### src/rtl/alu_op_decode_stage.sv
// ----------------------------------------------------------------------------
// alu_op_decode_stage
//
// Decode-stage pipeline register. Accepts one fetched instruction per cycle
// over a valid/ready handshake, decodes the ALU subset (ADD/SUB/XOR/OR/AND in
// register and immediate forms) and holds the result for the execute stage.
// Anything outside the subset is still forwarded, flagged as unsupported with
// every ALU enable low, and counted in a saturating counter.
//
// Ports:
//   clk, rst_n          clock, asynchronous active-low reset
//   in_valid/in_ready   fetch-side handshake (in_ready = !out_valid || out_ready)
//   in_instr, in_pc     instruction word and its PC
//   flush               kills the held entry and any incoming instruction
//   out_valid/out_ready execute-side handshake
//   add_en..and_en      one-hot ALU enables, all zero when out_valid=0
//   use_imm, imm        operand 2 select and sign-extended I-type immediate
//   rs1, rs2, rd        register indices (rs2 forced to 0 for I-type)
//   out_pc              PC of the held instruction
//   unsupported         held instruction is outside the ALU subset
//   unsup_count         saturating count of accepted unsupported instructions
// ----------------------------------------------------------------------------
module alu_op_decode_stage #(
    parameter int unsigned CNT_W = 8
) (
    input  logic             clk,
    input  logic             rst_n,
    input  logic             in_valid,
    output logic             in_ready,
    input  logic [31:0]      in_instr,
    input  logic [31:0]      in_pc,
    input  logic             flush,
    output logic             out_valid,
    input  logic             out_ready,
    output logic             add_en,
    output logic             sub_en,
    output logic             xor_en,
    output logic             or_en,
    output logic             and_en,
    output logic             use_imm,
    output logic [31:0]      imm,
    output logic [4:0]       rs1,
    output logic [4:0]       rs2,
    output logic [4:0]       rd,
    output logic [31:0]      out_pc,
    output logic             unsupported,
    output logic [CNT_W-1:0] unsup_count
);

    localparam logic [6:0] OP_REG = 7'b0110011;
    localparam logic [6:0] OP_IMM = 7'b0010011;
    localparam logic [6:0] F7_BASE = 7'b0000000;
    localparam logic [6:0] F7_ALT  = 7'b0100000;

    localparam logic [CNT_W-1:0] CNT_MAX = '1;
    localparam logic [CNT_W-1:0] CNT_ONE = CNT_W'(1);

    // Enable vector bit positions.
    localparam int unsigned EN_ADD = 0;
    localparam int unsigned EN_SUB = 1;
    localparam int unsigned EN_XOR = 2;
    localparam int unsigned EN_OR  = 3;
    localparam int unsigned EN_AND = 4;

    // ------------------------------------------------------------------------
    // Combinational decode of the incoming instruction
    // ------------------------------------------------------------------------
    logic [6:0]  w_opcode;
    logic [2:0]  w_f3;
    logic [6:0]  w_f7;
    logic [4:0]  w_en;
    logic        w_use_imm;
    logic        w_unsup;
    logic [31:0] w_imm;
    logic [4:0]  w_rs2;
    logic        w_accept;
    logic        w_drain;

    assign w_opcode = in_instr[6:0];
    assign w_f3     = in_instr[14:12];
    assign w_f7     = in_instr[31:25];

    always_comb begin
        w_en      = 5'b00000;
        w_use_imm = 1'b0;
        if (w_opcode == OP_REG && w_f7 == F7_BASE) begin
            case (w_f3)
                3'b000:  w_en[EN_ADD] = 1'b1;
                3'b100:  w_en[EN_XOR] = 1'b1;
                3'b110:  w_en[EN_OR]  = 1'b1;
                3'b111:  w_en[EN_AND] = 1'b1;
                default: w_en = 5'b00000;
            endcase
        end else if (w_opcode == OP_REG && w_f7 == F7_ALT && w_f3 == 3'b000) begin
            w_en[EN_SUB] = 1'b1;
        end else if (w_opcode == OP_IMM) begin
            case (w_f3)
                3'b000:  w_en[EN_ADD] = 1'b1;
                3'b100:  w_en[EN_XOR] = 1'b1;
                3'b110:  w_en[EN_OR]  = 1'b1;
                3'b111:  w_en[EN_AND] = 1'b1;
                default: w_en = 5'b00000;
            endcase
            // Unsupported OP-IMM encodings (slti etc.) must not select imm.
            w_use_imm = |w_en;
        end
    end

    assign w_unsup = ~|w_en;
    assign w_imm   = w_use_imm ? {{20{in_instr[31]}}, in_instr[31:20]} : 32'h0;
    assign w_rs2   = w_use_imm ? 5'd0 : in_instr[24:20];

    // ------------------------------------------------------------------------
    // Handshake
    // ------------------------------------------------------------------------
    logic r_valid;

    assign in_ready = !r_valid || out_ready;
    assign w_accept = in_valid && in_ready && !flush;
    // Entry leaves without a replacement: consumed downstream or killed.
    assign w_drain  = flush || (r_valid && out_ready);

    // ------------------------------------------------------------------------
    // Pipeline register
    // ------------------------------------------------------------------------
    logic [4:0]       r_en;
    logic             r_use_imm;
    logic [31:0]      r_imm;
    logic [4:0]       r_rs1;
    logic [4:0]       r_rs2;
    logic [4:0]       r_rd;
    logic [31:0]      r_pc;
    logic             r_unsup;
    logic [CNT_W-1:0] r_cnt;

    always_ff @(posedge clk or negedge rst_n) begin
        if (!rst_n) begin
            r_valid   <= 1'b0;
            r_en      <= 5'b00000;
            r_use_imm <= 1'b0;
            r_imm     <= 32'h0;
            r_rs1     <= 5'd0;
            r_rs2     <= 5'd0;
            r_rd      <= 5'd0;
            r_pc      <= 32'h0;
            r_unsup   <= 1'b0;
            r_cnt     <= '0;
        end else if (w_accept) begin
            r_valid   <= 1'b1;
            r_en      <= w_en;
            r_use_imm <= w_use_imm;
            r_imm     <= w_imm;
            r_rs1     <= in_instr[19:15];
            r_rs2     <= w_rs2;
            r_rd      <= in_instr[11:7];
            r_pc      <= in_pc;
            r_unsup   <= w_unsup;
            if (w_unsup && r_cnt != CNT_MAX) begin
                r_cnt <= r_cnt + CNT_ONE;
            end
        end else if (w_drain) begin
            // Enables are cleared so the ALU never sees a stale operation.
            r_valid <= 1'b0;
            r_en    <= 5'b00000;
            r_unsup <= 1'b0;
        end
    end

    // ------------------------------------------------------------------------
    // Outputs
    // ------------------------------------------------------------------------
    assign out_valid   = r_valid;
    assign add_en      = r_en[EN_ADD];
    assign sub_en      = r_en[EN_SUB];
    assign xor_en      = r_en[EN_XOR];
    assign or_en       = r_en[EN_OR];
    assign and_en      = r_en[EN_AND];
    assign use_imm     = r_use_imm;
    assign imm         = r_imm;
    assign rs1         = r_rs1;
    assign rs2         = r_rs2;
    assign rd          = r_rd;
    assign out_pc      = r_pc;
    assign unsupported = r_unsup;
    assign unsup_count = r_cnt;

endmodule

### config.mk
export PLATFORM = sky130hd
export DESIGN_NAME = alu_op_decode_stage
export DESIGN_NICKNAME = d
export VERILOG_FILES = /design/src/rtl/alu_op_decode_stage.sv
export SDC_FILE = /design/constraint.sdc
export NUM_CORES = 1
export LEC_CHECK = 0
export ABC_AREA = 1
export BUFFER_PORTS_ARGS = -buffer_cell sky130_fd_sc_hd__buf_2
export CORE_MARGIN = 8
export CORE_UTILIZATION = 46
export CTS_CLUSTER_SIZE = 10
export DETAILED_ROUTE_END_ITERATION = 7
export PLACE_DENSITY = 0.84
export SLEW_MARGIN = 20
export SYNTH_ARGS = -nofsm -noshare
export SYNTH_HDL_FRONTEND = slang
export SYNTH_SLANG_ARGS = --single-unit
### constraint.sdc
create_clock -name clk -period 1.55 [get_ports clk]
set_input_delay 0.465 -clock clk [delete_from_list [all_inputs] [get_ports clk]]
set_output_delay 0.465 -clock clk [all_outputs]
set_load 0.05 [all_outputs]
==> impl_metrics.env, run 1 <==
export IMPL_antenna_left=0
export IMPL_hold_viol=0
export IMPL_num_antenna_cells=0
export IMPL_first_iter_violations=150
export IMPL_rsz0062_at_grt="yes"
export IMPL_postSynthAreaPerCell_sq_um=8.50
export IMPL_critPathMaxStageDelay_ns=0.48
export IMPL_post_dp_hpwl_microns=6800
export IMPL_synthesis_area_sq_um=3330
export IMPL_htree_levels=3
export IMPL_vias=3141
export IMPL_period_share=1.04
export IMPL_p_int_mw=3.62
export IMPL_synth_top_area_cell="dfrtp_1"
export IMPL_wl_per_cell_microns=15.3
export IMPL_clk_pin_slew_ns=0.08
export IMPL_path_buf_inv=2
export IMPL_core_sq_um=7140
export IMPL_switching_share=0.374
export IMPL_clk_latency_ns=0.34
export IMPL_relSlewSlack=0.735
export IMPL_cts_tree="yes"
export IMPL_worstSetupStartpoint="imm[30]"
export IMPL_synth_nets=462
export IMPL_rows=31
export IMPL_layout_drive_gt1_share=0.407
export IMPL_cts_root_buf="clkbuf_8"
export IMPL_dieWidth_microns=101
export IMPL_synth_distinct_cells=24
export IMPL_min_period_ns=1.62
export IMPL_gp_congestion=0.846
export IMPL_seq_power_share=0.410
export IMPL_die_area_sq_um=10200
export IMPL_synth_top_cell_area_share=0.563
export IMPL_cts_max_path_buffers=2
export IMPL_worstPathArrival_ns=1.15
export IMPL_nNetsFinal=628
export IMPL_place_ws_ns=-0.155
export IMPL_tightest_slew_ns=0.398
export IMPL_pwr_share_comb=0.298
export IMPL_cp_depth=2
export IMPL_fin_ws_ns=-0.0664
export IMPL_cts_made_buffers=9
export IMPL_routed_wl_microns=10100
export IMPL_grt_usage=0.190
export IMPL_fill_cells=571
export IMPL_p_per_area_nw_per_um2=1200
export IMPL_port_buffer_count=164
export IMPL_peakVddDrop_mv=0.782
export IMPL_drt_pre_antenna_iters=6
export IMPL_r2r_end="unsup_count[6]"
export IMPL_yosysSeqAreaShare=0.563
export IMPL_skew_ns=0.00629
export IMPL_p_leak_nw=2.75
export IMPL_p_clk_frac=0.292
export IMPL_worstPathMaxFanout=8
export IMPL_grt_pass1_vias=3223
export IMPL_multi_input_area_sq_um=1230
export IMPL_hold_path_class="in -> async"
export IMPL_vias_per_cell=4.74
export IMPL_setup_viol_count_final=24
export IMPL_start_kind="flop"
export IMPL_initial_core_util=0.467
export IMPL_antenna_found_initial=0
export IMPL_path_class="reg -> out"
export IMPL_path_cells="buf_12 > buf_8"
export IMPL_endpoint_kind="output port"
export IMPL_grt_max_degree=76
export IMPL_yosys_warnings=0
export IMPL_synth_area_leaders="dfrtp_1, nand2_1, buf_4"
export IMPL_whs_ns=0.125
export IMPL_io_pins=165
export IMPL_crit_family="flip-flops"
export IMPL_crit_path_end="imm[12]"
export IMPL_areaGrowthSynthToFinish_pct=44.8
export IMPL_worstReg2RegStart="out_valid"
export IMPL_cts_sinks=75
export IMPL_critical_path_slowest_cell="dfrtp_2"
export IMPL_die_h_microns=101
export IMPL_seq_area_sq_um=1890
export IMPL_grt_pass1_wl_microns=15400
export IMPL_ys_ff_latch=75
export IMPL_drc=0
export IMPL_violations="negative setup slack"
export IMPL_crit_required_ns=1.08
export IMPL_power_switching_mw=2.17
export IMPL_worst_r2r_cell_count=8
export IMPL_maxCapViolCount=0
export IMPL_grt_ovfl_total=0
export IMPL_max_freq_mhz=619
export IMPL_synthCells=392
export IMPL_outcome="complete, but fails checks"
export IMPL_r2r_slack_ns=-0.03
export IMPL_drv_slew=0
logic make-up after synthesis:
group / synth area share
AND/OR/NAND/NOR: 0.306
adder cells (fa/ha/maj): 0.00375
AO/OA/AOI/OAI: 0.0289
buffers and inverters: 0.0819
flip-flops: 0.563
XOR/XNOR: 0.0158
cells in the final DEF (no fill, tap or decap), drive strengths merged, types with 2 or more instances in the layout:
cell type and instances:
nor2 15, nand4 3, clkbuf 13, nand2 191, bufinv 2, buf 187, a21oi 4, clkinv 3
inv 15, nand3 31, o21ai 13, dfrtp 75, xor2 5, nor3 2
routing by layer:
metal / vias to the layer above / GRT usage / wire [microns]
li1: 1531 / - / -
met1: 1458 / 0.221 / 4170
met2: 136 / 0.331 / 5090
met3: 16 / 0.0511 / 706
met4: 0 / 0.0630 / 179
met5: - / 0 / 0
worst register-to-register path: cells and delay by family (launching register included):
kind	cells	cell delay (ns)
flops	1	0.43
simple gates	7	0.97
buf+inv	1	0.07
synth_stat cells, drive strengths merged:
| cell type | n |
|---|---|
| xor2 | 5 |
| o31ai | 1 |
| xnor2 | 1 |
| nand2 | 191 |
| inv | 15 |
| nand3b | 1 |
| o21ai | 13 |
| nor2 | 15 |
| nand4 | 3 |
| clkbuf | 5 |
| ha | 1 |
| nand3 | 31 |
| dfrtp | 75 |
| a21oi | 4 |
| nor3 | 2 |
| buf | 29 |
stage by stage:
step           instances  cell area (sq um)   util  power (mW)  setup TNS, ns
4_1_cts              659               4670  0.655        5.81         -0.176
3_3_place_gp         640               4270  0.598        4.07         -0.821
6_report             662               4820  0.676        5.79          -1.30
2_1_floorplan        392               3370      -        3.57              0
3_5_place_dp         640               4270  0.598        4.11          -1.28
5_1_grt              662               4820  0.676        6.07          -3.95
repair_timing:
item | 4_1_cts | 5_1_grt
buffers inserted | 3 | 3
setup endpoints to repair | 33 | 37
pin swaps | 0 | 3
hold buffers | 0 | 0
gates resized for setup | 53 | 35
registers in the layout (all words and copies together), names as in the netlist:
register     cells
imm             12
out_pc          32
out_valid        1
r_en             5
rd               5
rs1              5
rs2              5
unsup_count      8
unsupported      1
use_imm          1
worst min path at each step:
stage	startpoint	to	slack, ns	cells past startpoint
2_1_floorplan	rst_n	imm[0]	0.17	0
3_3_place_gp	out_pc[9]	out_pc[9]	0.45	2
3_5_place_dp	out_pc[13]	out_pc[13]	0.45	2
4_1_cts	rst_n	unsup_count[4]	0.14	2
5_1_grt	rst_n	out_pc[20]	0.16	2
6_report	rst_n	unsup_count[4]	0.13	2
cell type report:
| class | instances | share of cell area |
|---|---|---|
| clock inverters | 5 | 0.0156 |
| inverters | 15 | 0.0122 |
| clock buffers | 11 | 0.0314 |
| flip-flops and latches | 75 | 0.391 |
| multi-input cells | 268 | 0.255 |
| repair buffers | 189 | 0.269 |
| well taps | 99 | 0.0257 |
power by group through the flow:
stage	Clock [mW]	Sequential, mW	Combinational [mW]
floorplan	0	3.22	0.351
global placement	0	2.40	1.67
detailed placement	0	2.40	1.70
CTS	1.72	2.38	1.71
global route	1.81	2.41	1.85
finish	1.69	2.38	1.72
Power figures use the tool's default switching activity.
==> inputs of run 2 (changes only) <==
--- a/config.mk
+++ b/config.mk
@@ -11,7 +11,7 @@
 export CORE_UTILIZATION = 46
 export CTS_CLUSTER_SIZE = 10
 export DETAILED_ROUTE_END_ITERATION = 7
-export PLACE_DENSITY = 0.84
+export PLACE_DENSITY = 0.8
 export SLEW_MARGIN = 20
 export SYNTH_ARGS = -nofsm -noshare
 export SYNTH_HDL_FRONTEND = slang
==> impl_metrics.env, run 2 (synthesis gave the netlist of run 1 again) <==
export IMPL_total_power_mw=5.74
export IMPL_port_buffer_count=164
export IMPL_crit_required_ns=1.08
export IMPL_drt_pre_antenna_iters=5
export IMPL_clk_latency_ns=0.34
export IMPL_outcome="complete, but fails checks"
export IMPL_holdBufCountCts=0
export IMPL_wl_met1_microns=3930
export IMPL_whs_ns=0.118
export IMPL_min_period_ns=1.58
export IMPL_areaGrowthSynthToFinish_pct=43.2
export IMPL_period_share=1.02
export IMPL_cts_max_path_buffers=2
export IMPL_grt_usage=0.183
export IMPL_skew_ns=0.00652
export IMPL_die_area_sq_um=10200
export IMPL_worstPathArrival_ns=1.12
export IMPL_grt_pass1_vias=3162
export IMPL_clk_pin_slew_ns=0.08
export IMPL_p_per_area_nw_per_um2=1200
export IMPL_layout_drive_gt1_share=0.400
export IMPL_cts_sinks=75
export IMPL_largest_reg_flops=32
export IMPL_layout_commonest_cell="nand2_1"
export IMPL_grt_ovfl_total=0
export IMPL_fin_ws_ns=-0.0313
export IMPL_hold_viol=0
export IMPL_antenna_left=0
export IMPL_p_leak_nw=2.71
export IMPL_tightest_slew_ns=0.407
export IMPL_fin_cells=659
export IMPL_nNetsFinal=625
export IMPL_drv_slew=0
export IMPL_peakVddDrop_mv=0.932
export IMPL_start_kind="flop"
export IMPL_dr_wl_met2_microns=5010
export IMPL_path_class="reg -> out"
export IMPL_dp_cells=638
export IMPL_worstPathMaxFanout=6
export IMPL_vias=3126
export IMPL_cts_tree="yes"
export IMPL_htree_levels=3
export IMPL_first_iter_violations=174
export IMPL_grt_max_degree=76
export IMPL_antenna_found_initial=0
export IMPL_cts_root_buf="clkbuf_8"
export IMPL_routed_wl_microns=10000
export IMPL_place_ws_ns=-0.122
export IMPL_rsz0062_at_grt="yes"
export IMPL_max_freq_mhz=632
export IMPL_initial_core_util=0.467
export IMPL_rows=31
export IMPL_io_pins=165
export IMPL_core_sq_um=7140
export IMPL_grt_pass1_wl_microns=14900
export IMPL_maxCapViolCount=0
export IMPL_die_h_microns=101
export IMPL_hold_path_class="in -> async"
export IMPL_vias_per_cell=4.74
export IMPL_post_dp_hpwl_microns=6900
export IMPL_setup_tns_ns=-0.429
export IMPL_drc=0
export IMPL_num_antenna_cells=0
export IMPL_relSlewSlack=0.729
export IMPL_endpoint_kind="output port"
export IMPL_wl_met3_microns=873
export IMPL_setup_viol_count_final=22
export IMPL_gp_congestion=0.810
export IMPL_layout_common_cells="nand2_1, buf_2, dfrtp_1"
export IMPL_violations="negative setup slack"
export IMPL_wl_per_cell_microns=15.2
export IMPL_dieWidth_microns=101
export IMPL_cts_made_buffers=9
export IMPL_highest_layer="met4"
run 2: cell types whose count changed in the layout (fill, tap and decap cells not counted), sizes merged:
cell	change
buf	-4
nand3	+1
clkinv	-3
clkinvlp	+2
clkbuf	+1
run 2: cell type report:
type                       instances  area (sq um)
tap                               99           124
inverter                          15          56.3
clock inverter                     4          75.1
sequential                        75          1890
fill                             571          2360
clock buffer                      12           145
timing repair buffer             185          1250
multi-input combinational        269          1240
run 2: layer usage:
metal | vias to the layer above | global-route usage
met5 | - | 0
met4 | 0 | 0.0871
met3 | 20 | 0.0546
met2 | 148 | 0.305
met1 | 1432 | 0.212
li1 | 1526 | -
run 2: stage by stage:
step                cell area [sq um]   util
floorplan                        3370      -
global placement                 4280  0.599
detailed placement               4280  0.599
CTS                              4630  0.649
global route                     4770  0.669
finish                           4770  0.669
run 2: critical path, cell delays in order, from the launching register on:
cell     delay, ns
dfrtp_2       0.42
buf_6         0.18
buf_6         0.17
run 2: timing repair:
item	4_1_cts	5_1_grt
gates cloned	0	2
resized for setup	43	36
setup buffers	2	1
pin swaps	0	2
endpoints found under the setup margin	25	32
run 2: final timing paths:
check | start | end | slack [ns] | cells past startpoint
max | imm[30] | imm[19] | -0.03 | 2
min | rst_n | unsup_count[2] | 0.12 | 2
max reg2reg | unsup_count[0] | unsup_count[7] | 0.09 | 7
min reg2reg | out_pc[6] | out_pc[6] | 0.47 | 2
max in group asynchronous | rst_n | unsup_count[6] | 1.07 | 2
min in group clk | in_pc[18] | out_pc[18] | 0.32 | 3
run 2: report_power, final:
part	leakage, nW	total, mW	switching [mW]	internal, mW
sequential	0.955	2.38	0.180	2.20
combinational	1.65	1.71	1.28	0.435
clock	0.103	1.65	0.694	0.952
==> inputs of run 3 (changes only) <==
--- a/config.mk
+++ b/config.mk
@@ -12,6 +12,7 @@
 export CTS_CLUSTER_SIZE = 10
 export DETAILED_ROUTE_END_ITERATION = 7
 export PLACE_DENSITY = 0.8
+export SKIP_LAST_GASP = 1
 export SLEW_MARGIN = 20
 export SYNTH_ARGS = -nofsm -noshare
 export SYNTH_HDL_FRONTEND = slang
==> constraint.sdc (replaced) <==
create_clock -name clk -period 1.7 [get_ports clk]
set_input_delay 0.34 -clock clk [delete_from_list [all_inputs] [get_ports clk]]
set_output_delay 0.34 -clock clk [all_outputs]
set_load 0.05 [all_outputs]
==> impl_metrics.env, run 3 (synthesis gave the netlist of run 1 again) <==
export IMPL_outcome="finished, final reports clean"
export IMPL_cts_sinks=75
export IMPL_rsz0062_at_grt="no"
export IMPL_vias_per_cell=4.68
export IMPL_hold_path_class="in -> reg"
export IMPL_fin_ws_ns=0.119
export IMPL_antenna_found_initial=0
export IMPL_relSlewSlack=0.676
export IMPL_worstPathMaxFanout=9
export IMPL_p_leak_nw=2.61
export IMPL_path_class="reg -> reg"
export IMPL_num_antenna_cells=0
export IMPL_port_buffer_count=164
export IMPL_setup_viol_count_final=0
export IMPL_peakVddDrop_mv=0.703
export IMPL_total_power_mw=4.93
export IMPL_grt_ovfl_total=0
export IMPL_die_area_sq_um=10200
export IMPL_cts_max_path_buffers=2
export IMPL_worstSetupStartpoint="unsup_count[0]"
export IMPL_tightest_slew_ns=0.486
export IMPL_pwr_share_comb=0.304
export IMPL_rows=31
export IMPL_worstPathArrival_ns=1.84
export IMPL_grt_usage=0.180
export IMPL_power_switching_mw=1.89
export IMPL_seq_area_sq_um=1880
export IMPL_layout_commonest_cell="nand2_1"
export IMPL_cts_tree="yes"
export IMPL_layout_drive_gt1_share=0.366
export IMPL_clk_latency_ns=0.32
export IMPL_drc=0
export IMPL_grt_pass1_vias=3137
export IMPL_drt_pre_antenna_iters=4
export IMPL_io_pins=165
export IMPL_fill_cells=667
export IMPL_crit_required_ns=1.96
export IMPL_switching_share=0.383
export IMPL_htree_levels=3
export IMPL_first_iter_violations=172
export IMPL_clk_pin_slew_ns=0.07
export IMPL_skew_ns=0.00611
export IMPL_worstHoldStart="in_pc[5]"
export IMPL_routed_wl_microns=9010
export IMPL_cts_made_buffers=9
export IMPL_post_cts_buffers=0
export IMPL_hold_viol=0
export IMPL_min_period_ns=1.58
export IMPL_seq_power_share=0.436
export IMPL_start_kind="flop"
export IMPL_initial_core_util=0.467
export IMPL_cts_root_buf="clkbuf_8"
export IMPL_grt_pass1_wl_microns=14800
export IMPL_p_int_mw=3.04
export IMPL_drv_slew=0
export IMPL_multi_input_area_sq_um=1180
export IMPL_nNetsFinal=613
export IMPL_largest_reg_flops=32
export IMPL_p_clk_frac=0.260
export IMPL_areaGrowthSynthToFinish_pct=30.6
export IMPL_antenna_left=0
export IMPL_dieWidth_microns=101
export IMPL_die_h_microns=101
export IMPL_layout_common_cells="nand2_1, buf_2, dfrtp_1"
export IMPL_core_sq_um=7140
export IMPL_grt_max_degree=55
export IMPL_endpoint_kind="flop"
export IMPL_max_freq_mhz=633
export IMPL_maxCapViolCount=0
export IMPL_place_ws_ns=0.124
export IMPL_setup_tns_ns=0
export IMPL_worstReg2RegStart="unsup_count[0]"
export IMPL_period_share=0.930
export IMPL_vias=3017
export IMPL_wl_per_cell_microns=14.0
export IMPL_post_dp_hpwl_microns=6960
export IMPL_p_per_area_nw_per_um2=1130
export IMPL_gp_congestion=0.862
==> run 3: layer usage <==
layer / routed length (microns) / track usage
met4: 193 / 0.0813
met2: 4450 / 0.312
met5: 0 / 0
met3: 809 / 0.0559
met1: 3550 / 0.198
==> run 3: cell type report <==
cell class                      count  share of cell area
Multi-Input combinational cell    268               0.272
Timing Repair Buffer              174               0.213
Inverter                           15              0.0129
Sequential cell                    75               0.432
Tap cell                           99              0.0285
Clock inverter                      3             0.00920
Clock buffer                       11              0.0325
==> run 3: path summary, 6_finish.rpt <==
path                       slack, ns  cells after the start              to
hold reg to reg                 0.47                      2       out_pc[6]
setup / recovery                0.12                      7  unsup_count[6]
hold / removal                  0.21                      3       out_pc[5]
max in group asynchronous       0.63                      3         imm[30]
min in group asynchronous       0.52                      2          rs1[3]
setup reg to reg                0.12                      7  unsup_count[6]
==> run 3: metrics by stage <==
stage	instance area (sq um)	util	std cells	hold WS, ns
2_1_floorplan	3330	-	392	0.0444
3_3_place_gp	4160	0.583	630	0.336
3_5_place_dp	4160	0.583	630	0.341
4_1_cts	4350	0.610	645	0.192
5_1_grt	4350	0.610	645	0.196
6_report	4350	0.610	645	0.212
==> run 3: worst max-delay path, cell delays in order (launching register included) <==
cell and delay [ns]:
dfrtp_2 0.41, ha_1 0.22, nand3_2 0.13, nor3_4 0.21, nand3_4 0.17, nand4_2 0.22, nand2_1 0.08, nand2_1 0.07
==> run 3: power groups by stage <==
| stage | sequential, mW | clock [mW] | combinational [mW] |
|---|---|---|---|
| detailed placement | 2.18 | 0 | 1.51 |
| floorplan | 2.92 | 0 | 0.305 |
| global route | 2.18 | 1.41 | 1.61 |
| global placement | 2.18 | 0 | 1.49 |
| CTS | 2.15 | 1.33 | 1.52 |
| finish | 2.15 | 1.28 | 1.50 |
==> run 3: timing repair <==
action                                 CTS  global route
endpoints found under the hold margin   33             0
resized for setup                        1             1
hold buffers                             1             0
setup endpoints to repair               15             1
gates cloned                             0             0
